`config.mk`:
```
export PLATFORM = sky130hd
export DESIGN_NAME = pe_packet_broadcaster
export DESIGN_NICKNAME = d
export VERILOG_FILES = /design/src/rtl/pe_packet_broadcaster_pkg.sv /design/src/rtl/pe_bcast_skid.sv /design/src/rtl/pe_packet_broadcaster.sv
export SDC_FILE = /design/constraint.sdc
export NUM_CORES = 1
export LEC_CHECK = 0
export ABC_AREA = 1
export CAP_MARGIN = 20
export CORE_MARGIN = 2
export CORE_UTILIZATION = 49
export CTS_BUF_LIST = sky130_fd_sc_hd__clkbuf_2 sky130_fd_sc_hd__clkbuf_4 sky130_fd_sc_hd__clkbuf_8
export CTS_CLUSTER_SIZE = 20
export DETAILED_ROUTE_END_ITERATION = 8
export GPL_TIMING_DRIVEN = 0
export PLACE_DENSITY = 0.79
export SLEW_MARGIN = 20
export SYNTH_ARGS = -nofsm -noshare
export SYNTH_HDL_FRONTEND = slang
export SYNTH_HIERARCHICAL = 1
export SYNTH_SLANG_ARGS = --single-unit
```
`constraint.sdc`:
```
create_clock -name clk_i -period 1.5 [get_ports clk_i]
set_input_delay 0.15 -clock clk_i [delete_from_list [all_inputs] [get_ports clk_i]]
set_output_delay 0.15 -clock clk_i [all_outputs]
set_load 0.03 [all_outputs]
```
`src/rtl/pe_packet_broadcaster_pkg.sv`:
```
// Shared types and per-mode packet counts for the PE broadcast bus, so the broadcaster and the
// PEs agree on packet numbering.
package pe_packet_broadcaster_pkg;

    localparam int unsigned PE_NUM_ROWS    = 4;
    localparam int unsigned PE_MAX_IFMAP   = 16;
    localparam int unsigned PE_DATA_W      = 32;
    localparam int unsigned PE_IDX_W       = $clog2(PE_MAX_IFMAP);

    localparam int unsigned L1_FILTER_SIZE = 3;
    localparam int unsigned L2_FILTER_SIZE = 5;
    localparam int unsigned L3_FILTER_SIZE = 7;
    localparam int unsigned L4_FILTER_SIZE = 3;

    typedef enum logic [1:0] {Mode1, Mode2, Mode3, Mode4} op_mode_e;
    typedef enum logic [1:0] {StageIdle, StageLoadFilter, StageConv} op_stage_e;

    typedef logic [PE_DATA_W-1:0] pe_packet_data_t;

    typedef struct packed {
        logic                  valid;
        logic [PE_IDX_W-1:0]   packet_idx;
        pe_packet_data_t       data;
    } pe_in_packet_t;

    typedef struct packed {
        op_stage_e             stage;
        logic [PE_IDX_W-1:0]   idx;
        pe_packet_data_t       data;
    } bcast_entry_t;

    function automatic int unsigned filter_pkts(op_mode_e mode, int unsigned num_rows);
        return (mode == Mode4) ? 32'd3 : num_rows;
    endfunction

    // Ifmap rows needed per window: filter height plus the extra rows the PE column slides over.
    function automatic int unsigned ifmap_pkts(op_mode_e mode);
        case (mode)
            Mode1:   return L1_FILTER_SIZE + PE_NUM_ROWS - 1;
            Mode2:   return L2_FILTER_SIZE + PE_NUM_ROWS - 1;
            Mode3:   return L3_FILTER_SIZE + PE_NUM_ROWS - 1;
            default: return L4_FILTER_SIZE + 3 - 1;
        endcase
    endfunction

endpackage

```
`src/rtl/pe_bcast_skid.sv`:
```
// One-entry skid buffer between the buffer read port and the PE broadcast bus; a presented packet
// is frozen while hold is high and released in order once hold drops.
module pe_bcast_skid
    import pe_packet_broadcaster_pkg::*;
(
    input  logic         clk_i,
    input  logic         rst_i,
    input  logic         in_valid_i,
    input  bcast_entry_t in_entry_i,
    input  logic         hold_i,
    output logic         out_valid_o,
    output bcast_entry_t out_entry_o
);

    logic         skid_valid_q;
    bcast_entry_t skid_q;

    // A new read is only issued when hold is low, so the skid entry and a returning read never
    // coexist; the skid simply takes priority.
    assign out_valid_o = skid_valid_q | in_valid_i;
    assign out_entry_o = skid_valid_q ? skid_q : in_entry_i;

    always_ff @(posedge clk_i) begin
        if (rst_i) begin
            skid_valid_q <= 1'b0;
            skid_q       <= '0;
        end else begin
            skid_valid_q <= out_valid_o & hold_i;
            if (out_valid_o && hold_i) begin
                skid_q <= out_entry_o;
            end
        end
    end

endmodule

```
`src/rtl/pe_packet_broadcaster.sv`:
```
// Reads filter rows then ifmap windows from the global buffer and broadcasts them to the PE
// array as indexed packets, honouring PE-array backpressure.
module pe_packet_broadcaster
    import pe_packet_broadcaster_pkg::*;
#(
    parameter int unsigned ADDR_W    = 12,
    parameter int unsigned NUM_ROWS  = PE_NUM_ROWS,
    parameter int unsigned MAX_IFMAP = PE_MAX_IFMAP
) (
    input  logic              clk_i,
    input  logic              rst_i,
    input  op_mode_e          mode_i,
    input  logic              change_mode_i,
    input  logic              start_i,
    input  logic [ADDR_W-1:0] filt_base_i,
    input  logic [ADDR_W-1:0] ifmap_base_i,
    input  logic [15:0]       num_windows_i,
    input  logic              hold_i,
    output logic              buf_rd_en_o,
    output logic [ADDR_W-1:0] buf_rd_addr_o,
    input  pe_packet_data_t   buf_rd_data_i,
    output pe_in_packet_t     pe_packet_o,
    output op_stage_e         op_stage_o,
    output logic              done_o
);

    localparam int unsigned CntW = $clog2(MAX_IFMAP + 1);

    typedef enum logic [2:0] {StIdle, StLoadFilter, StConv, StDrain, StDone} state_e;

    state_e              state_q;
    op_mode_e            cur_mode_q;
    op_stage_e           stage_q;
    logic                done_q;
    logic [ADDR_W-1:0]   ptr_q;
    logic [ADDR_W-1:0]   ifmap_base_q;
    logic [CntW-1:0]     pkt_q;
    logic [15:0]         win_q;
    logic [15:0]         last_win_q;
    logic                infl_valid_q;
    logic [PE_IDX_W-1:0] infl_idx_q;
    op_stage_e           infl_stage_q;

    logic         rd_issue;
    logic         last_filt;
    logic         last_in_win;
    bcast_entry_t in_entry;
    logic         out_valid;
    bcast_entry_t out_entry;

    assign rd_issue    = ((state_q == StLoadFilter) || (state_q == StConv)) && !hold_i && !rst_i;
    assign last_filt   = (pkt_q == CntW'(filter_pkts(cur_mode_q, NUM_ROWS) - 1));
    assign last_in_win = (pkt_q == CntW'(ifmap_pkts(cur_mode_q) - 1));

    always_ff @(posedge clk_i) begin
        if (rst_i) begin
            state_q      <= StIdle;
            cur_mode_q   <= Mode1;
            stage_q      <= StageIdle;
            done_q       <= 1'b0;
            ptr_q        <= '0;
            ifmap_base_q <= '0;
            pkt_q        <= '0;
            win_q        <= '0;
            last_win_q   <= '0;
        end else begin
            done_q <= 1'b0;
            unique case (state_q)
                StIdle: begin
                    if (change_mode_i) begin
                        cur_mode_q <= mode_i;
                    end
                    if (start_i) begin
                        state_q      <= StLoadFilter;
                        stage_q      <= StageLoadFilter;
                        ptr_q        <= filt_base_i;
                        ifmap_base_q <= ifmap_base_i;
                        pkt_q        <= '0;
                        win_q        <= '0;
                        last_win_q   <= (num_windows_i == 16'd0) ? 16'd0 : num_windows_i - 16'd1;
                    end
                end
                StLoadFilter: begin
                    if (rd_issue) begin
                        if (last_filt) begin
                            state_q <= StConv;
                            stage_q <= StageConv;
                            ptr_q   <= ifmap_base_q;
                            pkt_q   <= '0;
                        end else begin
                            ptr_q <= ptr_q + 1'b1;
                            pkt_q <= pkt_q + 1'b1;
                        end
                    end
                end
                StConv: begin
                    // Windows are laid out back to back, so a running pointer covers base+w*I+j.
                    if (rd_issue) begin
                        ptr_q <= ptr_q + 1'b1;
                        if (last_in_win) begin
                            pkt_q <= '0;
                            win_q <= win_q + 16'd1;
                            if (win_q == last_win_q) begin
                                state_q <= StDrain;
                            end
                        end else begin
                            pkt_q <= pkt_q + 1'b1;
                        end
                    end
                end
                StDrain: begin
                    if (out_valid && !hold_i) begin
                        state_q <= StDone;
                        done_q  <= 1'b1;
                    end
                end
                StDone: begin
                    state_q <= StIdle;
                    stage_q <= StageIdle;
                end
                default: state_q <= StIdle;
            endcase
        end
    end

    // Tag each read with its index and stage so the packet stays self-describing through the skid.
    always_ff @(posedge clk_i) begin
        if (rst_i) begin
            infl_valid_q <= 1'b0;
            infl_idx_q   <= '0;
            infl_stage_q <= StageIdle;
        end else begin
            infl_valid_q <= rd_issue;
            if (rd_issue) begin
                infl_idx_q   <= pkt_q[PE_IDX_W-1:0];
                infl_stage_q <= (state_q == StLoadFilter) ? StageLoadFilter : StageConv;
            end
        end
    end

    assign in_entry = '{stage: infl_stage_q, idx: infl_idx_q, data: buf_rd_data_i};

    pe_bcast_skid u_skid (
        .clk_i       (clk_i),
        .rst_i       (rst_i),
        .in_valid_i  (infl_valid_q),
        .in_entry_i  (in_entry),
        .hold_i      (hold_i),
        .out_valid_o (out_valid),
        .out_entry_o (out_entry)
    );

    assign buf_rd_en_o   = rd_issue;
    assign buf_rd_addr_o = ptr_q;
    assign pe_packet_o   = '{valid:      out_valid,
                             packet_idx: out_entry.idx,
                             data:       out_valid ? out_entry.data : '0};
    assign op_stage_o    = out_valid ? out_entry.stage : stage_q;
    assign done_o        = done_q;

endmodule

```
==> results.sh, run 1 <==
export IMPL_io_pins=132
export IMPL_diodes=0
export IMPL_antenna_found_initial=0
export IMPL_p_per_area_nw_per_um2=1577
export IMPL_cts_buffers=17
export IMPL_seq_area_frac_synth=0.3228
export IMPL_ant_nets=0
export IMPL_rsz0062_at_grt="true"
export IMPL_crit_path_start_kind="flop"
export IMPL_vdd_drop_max_v=0.001069
export IMPL_ys_top_cells_by_area="dfxtp_1 (32%), nand2_1 (21%), inv_1 (12%)"
export IMPL_worstPathArrival_ns=2.16
export IMPL_period_share=1.185
export IMPL_wl_per_cell_um=14.07
export IMPL_crit_start="cur_mode_q[0]"
export IMPL_die_x_um=124.6
export IMPL_clk_pin_slew_ns=0.07
export IMPL_ys_seq_elements=115
export IMPL_ys_async_sr_fraction=0
export IMPL_final_hold_viol_count=0
export IMPL_globalplace_congestion=0.8660
export IMPL_fmax_mhz=562.8
export IMPL_synth_area_per_cell_um2=5.953
export IMPL_grt_overflow_total=0
export IMPL_yosys_area_top_type="dfxtp_1"
export IMPL_vias_per_cell=5.023
export IMPL_min_path_type="input pin to flop"
export IMPL_hpwl_mm=13.22
export IMPL_cts_tree="done"
export IMPL_io_buffers=131
export IMPL_final_cell_mix="nand2_1 (301), inv_1 (180), nor2_1 (139), dfxtp_1 (106), clkdlybuf4s50_1 (78)"
export IMPL_grt_use_total=0.2652
export IMPL_synth_edf_count=0
export IMPL_fin_crit_ns=1.777
export IMPL_top_layer="met4"
export IMPL_crit_path_max_fanout=6
export IMPL_report_final_slew_viol_count=0
export IMPL_die_y_um=124.6
export IMPL_start_util=0.4963
export IMPL_wl_met2_mm=11.41
export IMPL_clock_latency_ns=0.45
export IMPL_dieArea_um2=15540
export IMPL_drive_gt1_frac=0.3282
export IMPL_power_leakage_nw=5.128
export IMPL_slew_headroom=0.5526
export IMPL_min_from="ifmap_base_i[9]"
export IMPL_status="finished with violations"
export IMPL_synth_nets=1287
export IMPL_num_nets_final=1517
export IMPL_rows=44
export IMPL_cts_hold_buf=0
export IMPL_synth_distinct_cells=41
export IMPL_drt_met1_wl_mm=9.272
export IMPL_synth_top_flop_cell="dfxtp_1"
export IMPL_synth_area_um2=7132
export IMPL_first_pass_iters=6
export IMPL_final_setup_tns_ns=-14.85
export IMPL_cap_violations=0
export IMPL_clock_path_buffers=2
export IMPL_vias=8162
export IMPL_worst_slack_ns=-0.2770
export IMPL_first_iter_violations=582
export IMPL_final_common_cell="nand2_1"
export IMPL_path_class="flop to flop"
export IMPL_worstMarginPinSlew_ns=0.6711
export IMPL_critPathRequiredTime_ns=1.88
export IMPL_finClkSkew_ns=0.008887
export IMPL_synthCells=1198
export IMPL_synth_top_cell_area_share=0.3228
export IMPL_ys_warn_count=6
export IMPL_wl_met3_mm=1.579
export IMPL_grt_pass1_vias=7467
export IMPL_htree_levels=4
export IMPL_end_kind="flop"
export IMPL_core_um2=14370
export IMPL_cts_num_sinks=115
export IMPL_grt_max_degree=17
export IMPL_fin_util=0.7671
export IMPL_grt_pass1_wl_mm=34.24
export IMPL_violations="negative setup slack"
export IMPL_cts_root_buffer="clkbuf_8"
export IMPL_setup_violations=95
export IMPL_area_growth_pct=54.54
export IMPL_worstReg2RegStart="cur_mode_q[0]"
export IMPL_finalWirelength_mm=22.86
export IMPL_drc=0
==> metal layers <==
layer,vias up,track usage
met5,-,0
met4,0,0.1084
met3,62,0.05026
met2,354,0.4577
met1,3683,0.3245
li1,4063,-
==> power breakdown <==
part / total [mW] / leakage, nW / internal [mW] / switching (mW)
logic: 10.0 / 3.98 / 4.25 / 5.79
registers: 4.27 / 0.944 / 3.68 / 0.588
clock network: 3.06 / 0.207 / 1.72 / 1.34
==> metrics by stage <==
step	setup slack, ns	cells	hold WS (ns)	power, mW	area [um2]
after floorplan	0.001580	1198	0.2268	8.644	7138
after detailed placement	-0.7550	1513	0.4474	10.56	8680
final	-0.2770	1625	0.2930	17.38	11020
after global placement	-0.7539	1513	0.4409	10.43	8680
after CTS	-0.2648	1601	0.2632	15.30	10100
after global routing	-0.3648	1625	0.2890	18.24	11020
==> cell usage after synthesis (4+ instances only) <==
cell	number
clkbuf_1	14
a211oi_1	4
inv_2	6
nor2_4	4
nand2_2	7
dfxtp_1	115
nand4_1	14
xnor2_1	4
nor2_1	154
o21ai_1	8
nor3_1	22
buf_4	7
nand2_4	7
nor2_2	4
ha_1	10
nand2_1	401
nand3_1	33
o21ai_0	35
buf_6	6
a21oi_1	53
buf_2	14
inv_1	231
xor2_1	13
==> cells by family after synthesis <==
logic type	after synthesis	share of synthesized area
AO/OA/AOI/OAI	118	0.09369
XOR/XNOR	17	0.02088
adder cells (fa/ha/maj)	10	0.01754
buffers and inverters	282	0.1609
flip-flops	115	0.3228
AND/OR/NAND/NOR	656	0.3842
==> path summary, 6_finish.rpt <==
path	slack (ns)	endpoint	depth (start not counted)
worst max-delay path	-0.28	state_q[1]	11
worst min-delay path	0.29	ifmap_base_q[9]	3
worst max register to register	-0.28	state_q[1]	11
worst min register to register	0.47	ifmap_base_q[8]	2
==> state kept, by name (all words and copies together) (netlist names), 2 cells and up <==
| name | cells |
|---|---|
| state_q | 3 |
| ifmap_base_q | 12 |
| win_q | 16 |
| infl_stage_q | 2 |
| pkt_q | 5 |
| stage_q | 2 |
| cur_mode_q | 2 |
| last_win_q | 16 |
| buf_rd_addr_o | 12 |
| infl_idx_q | 4 |
| u_skid/skid_q | 38 |
==> repair_timing <==
item | in CTS | in global routing
resized for setup | 473 | 247
gates cloned | 7 | 3
pin swaps | 38 | 76
setup buffers | 50 | 32
setup endpoints to repair | 125 | 120
==> worst max-delay path, stage by stage (launching register included) <==
cell,delay [ns]
dfxtp_4,0.37
buf_6,0.13
ha_4,0.15
xor2_1,0.15
nor2_2,0.15
buf_4,0.14
nand3_4,0.09
nand2_4,0.10
nand3_4,0.15
nand2_2,0.09
nand2_1,0.08
nor2_1,0.11
==> final cells by class <==
| cell class | count | area [um2] |
|---|---|---|
| clock inverter | 13 | 158.9 |
| inverter | 238 | 929.6 |
| multi-input combinational | 802 | 4633 |
| fill | 1007 | 3347 |
| buffer | 42 | 385.4 |
| sequential | 115 | 2331 |
| tap | 184 | 230.2 |
| timing repair buffer | 212 | 2092 |
| clock buffer | 19 | 261.5 |
Power figures use the tool's default switching activity.
==> inputs of run 2 (changes only) <==
--- a/config.mk
+++ b/config.mk
@@ -6,6 +6,7 @@
 export NUM_CORES = 1
 export LEC_CHECK = 0
 export ABC_AREA = 1
+export ABC_CLOCK_PERIOD_IN_PS = 1500
 export CAP_MARGIN = 20
 export CORE_MARGIN = 2
 export CORE_UTILIZATION = 49
==> results of run 2 <==
Same layout as run 1: the final DEF is identical, and so are final timing and power.
==> inputs of run 3 (changes only) <==
--- a/config.mk
+++ b/config.mk
@@ -6,7 +6,7 @@
 export NUM_CORES = 1
 export LEC_CHECK = 0
 export ABC_AREA = 1
-export ABC_CLOCK_PERIOD_IN_PS = 1500
+export ABC_CLOCK_PERIOD_IN_PS = 1470
 export CAP_MARGIN = 20
 export CORE_MARGIN = 2
 export CORE_UTILIZATION = 49
==> constraint.sdc (replaced) <==
create_clock -name clk_i -period 1.47 [get_ports clk_i]
set_input_delay 0.147 -clock clk_i [delete_from_list [all_inputs] [get_ports clk_i]]
set_output_delay 0.147 -clock clk_i [all_outputs]
set_load 0.03 [all_outputs]
==> results.sh, run 3 (synthesis results as in run 1) <==
export IMPL_crit_path_start_kind="flop"
export IMPL_fin_crit_ns=1.879
export IMPL_final_common_cell="nand2_1"
export IMPL_cts_root_buffer="clkbuf_8"
export IMPL_top_register="u_skid/skid_q"
export IMPL_path_class="flop to flop"
export IMPL_core_um2=14370
export IMPL_clock_latency_ns=0.45
export IMPL_top_layer="met4"
export IMPL_r2r_slack_ns=-0.41
export IMPL_finClkSkew_ns=0.009125
export IMPL_internal_power_mw=10.14
export IMPL_crit_path_max_fanout=6
export IMPL_violations="negative setup slack"
export IMPL_fmax_mhz=532.1
export IMPL_finalWirelength_mm=23.77
export IMPL_p_per_area_nw_per_um2=1639
export IMPL_period_share=1.279
export IMPL_rsz0062_at_grt="true"
export IMPL_grt_max_degree=17
export IMPL_wl_per_cell_um=14.61
export IMPL_crit_start="pkt_q[2]"
export IMPL_die_y_um=124.6
export IMPL_worstPathArrival_ns=2.21
export IMPL_first_pass_iters=6
export IMPL_cts_tree="done"
export IMPL_status="finished with violations"
export IMPL_grt_overflow_total=0
export IMPL_drive_gt1_frac=0.3375
export IMPL_num_nets_final=1519
export IMPL_crit_chain="inv_1 > nand2_1 > nor2_2 > nand2_2 > nand2_4 > nand2_8 > nand2_4 > nand3_4 > nor2_1 > nor2_2"
export IMPL_n_fill_cell=990
export IMPL_wl_met2_mm=11.78
export IMPL_cts_buffers=17
export IMPL_worstReg2RegStart="pkt_q[2]"
export IMPL_worstMarginPinSlew_ns=0.6948
export IMPL_drc=0
export IMPL_io_buffers=131
export IMPL_cts_num_sinks=115
export IMPL_vias=8260
export IMPL_power_leakage_nw=5.156
export IMPL_max_stage_delay_ns=0.36
export IMPL_clock_path_buffers=2
export IMPL_clk_pin_slew_ns=0.07
export IMPL_ant_nets=0
export IMPL_slew_headroom=0.5368
export IMPL_hpwl_mm=13.22
export IMPL_sw_frac_of_total=0.4454
export IMPL_dieArea_um2=15540
export IMPL_cts_hold_buf=0
export IMPL_wl_met3_mm=1.635
export IMPL_io_pins=132
export IMPL_end_kind="flop"
export IMPL_setup_violations=95
export IMPL_grt_use_total=0.2687
export IMPL_vias_per_cell=5.077
export IMPL_start_util=0.4963
export IMPL_fin_util=0.7761
export IMPL_die_x_um=124.6
export IMPL_grt_pass1_vias=7548
export IMPL_antenna_found_initial=0
export IMPL_placed_area_um2=8680
export IMPL_htree_levels=4
export IMPL_final_area_um2=11150
export IMPL_final_hold_viol_count=0
export IMPL_dp_slack_ns=-0.7820
export IMPL_power_mw=18.28
export IMPL_min_from="ifmap_base_i[9]"
export IMPL_seqPwrFrac=0.240
export IMPL_globalplace_congestion=0.8660
export IMPL_diodes=0
export IMPL_rows=44
export IMPL_cp_slowest_cell="dfxtp_2"
export IMPL_drt_met1_wl_mm=9.511
export IMPL_p_sw_mw=8.142
export IMPL_top_regs="u_skid/skid_q: 38 flops, last_win_q: 16 flops, win_q: 16 flops"
export IMPL_min_path_type="input pin to flop"
export IMPL_largest_reg_flops=38
export IMPL_pwr_share_comb=0.589
export IMPL_critPathRequiredTime_ns=1.80
export IMPL_clkPwrFrac=0.171
export IMPL_cap_violations=0
export IMPL_vdd_drop_max_v=0.001206
export IMPL_grt_pass1_wl_mm=34.64
export IMPL_final_cell_mix="nand2_1 (300), inv_1 (188), nor2_1 (139), dfxtp_1 (104), clkdlybuf4s50_1 (78)"
export IMPL_area_growth_pct=56.37
export IMPL_worst_slack_ns=-0.4095
export IMPL_first_iter_violations=545
export IMPL_report_final_slew_viol_count=0
run 3: cell types whose count changed in the layout (fill, tap and decap cells not counted), sizes merged:
cell	previous run	this run
clkbuf	34	41
nand2	416	415
dlygate4sd2	11	6
clkdlybuf4s15	0	3
buf	150	148
run 3: final timing paths:
kind	endpoint	cells after the start
setup / recovery	state_q[0]	10
setup reg to reg	state_q[0]	10
hold / removal	ifmap_base_q[9]	3
hold reg to reg	u_skid/skid_q[6]	2
run 3: final cells by class:
type	count	area, um2	area share
buffer	42	394.1	0.03534
clock buffer	19	261.5	0.02345
clock inverter	13	158.9	0.01425
inverter	238	932.1	0.08359
multi-input combinational	801	4698	0.4213
sequential	115	2336	0.2095
tap	184	230.2	0.02064
timing repair buffer	215	2141	0.1920
run 3: power groups by stage:
stage | Sequential (mW) | Clock, mW | Combinational (mW)
floorplan | 4.48 | 0 | 4.34
global placement | 4.28 | 0 | 6.37
detailed placement | 4.31 | 0 | 6.47
CTS | 4.28 | 3.16 | 8.28
global route | 4.45 | 3.31 | 11.4
finish | 4.39 | 3.12 | 10.8
run 3: worst max-delay path: cells and delay by family (launching register included):
kind	cells	cell delay [ns]
DFF	1	0.36
and+or+nand+nor	9	1.21
buffers and inverters	1	0.16
run 3: timing repair:
item,4_1_cts,5_1_grt
resized for setup,474,273
setup buffers,51,32
pin swaps,39,84
gates cloned,7,3
endpoints found under the setup margin,126,126
run 3: per-layer routing:
metal / vias up / global-route usage
met5: - / 0
met4: 0 / 0.1190
met3: 93 / 0.04897
met2: 368 / 0.4680
li1: 4076 / -
met1: 3723 / 0.3228
run 3: per-stage QoR:
step	cells	hold WS [ns]	setup TNS [ns]
final	1627	0.2927	-19.46
after global routing	1627	0.2857	-25.92
after CTS	1603	0.2602	-13.60
after detailed placement	1513	0.4474	-60.97
after global placement	1513	0.4409	-59.02
after floorplan	1198	0.2238	-0.02842
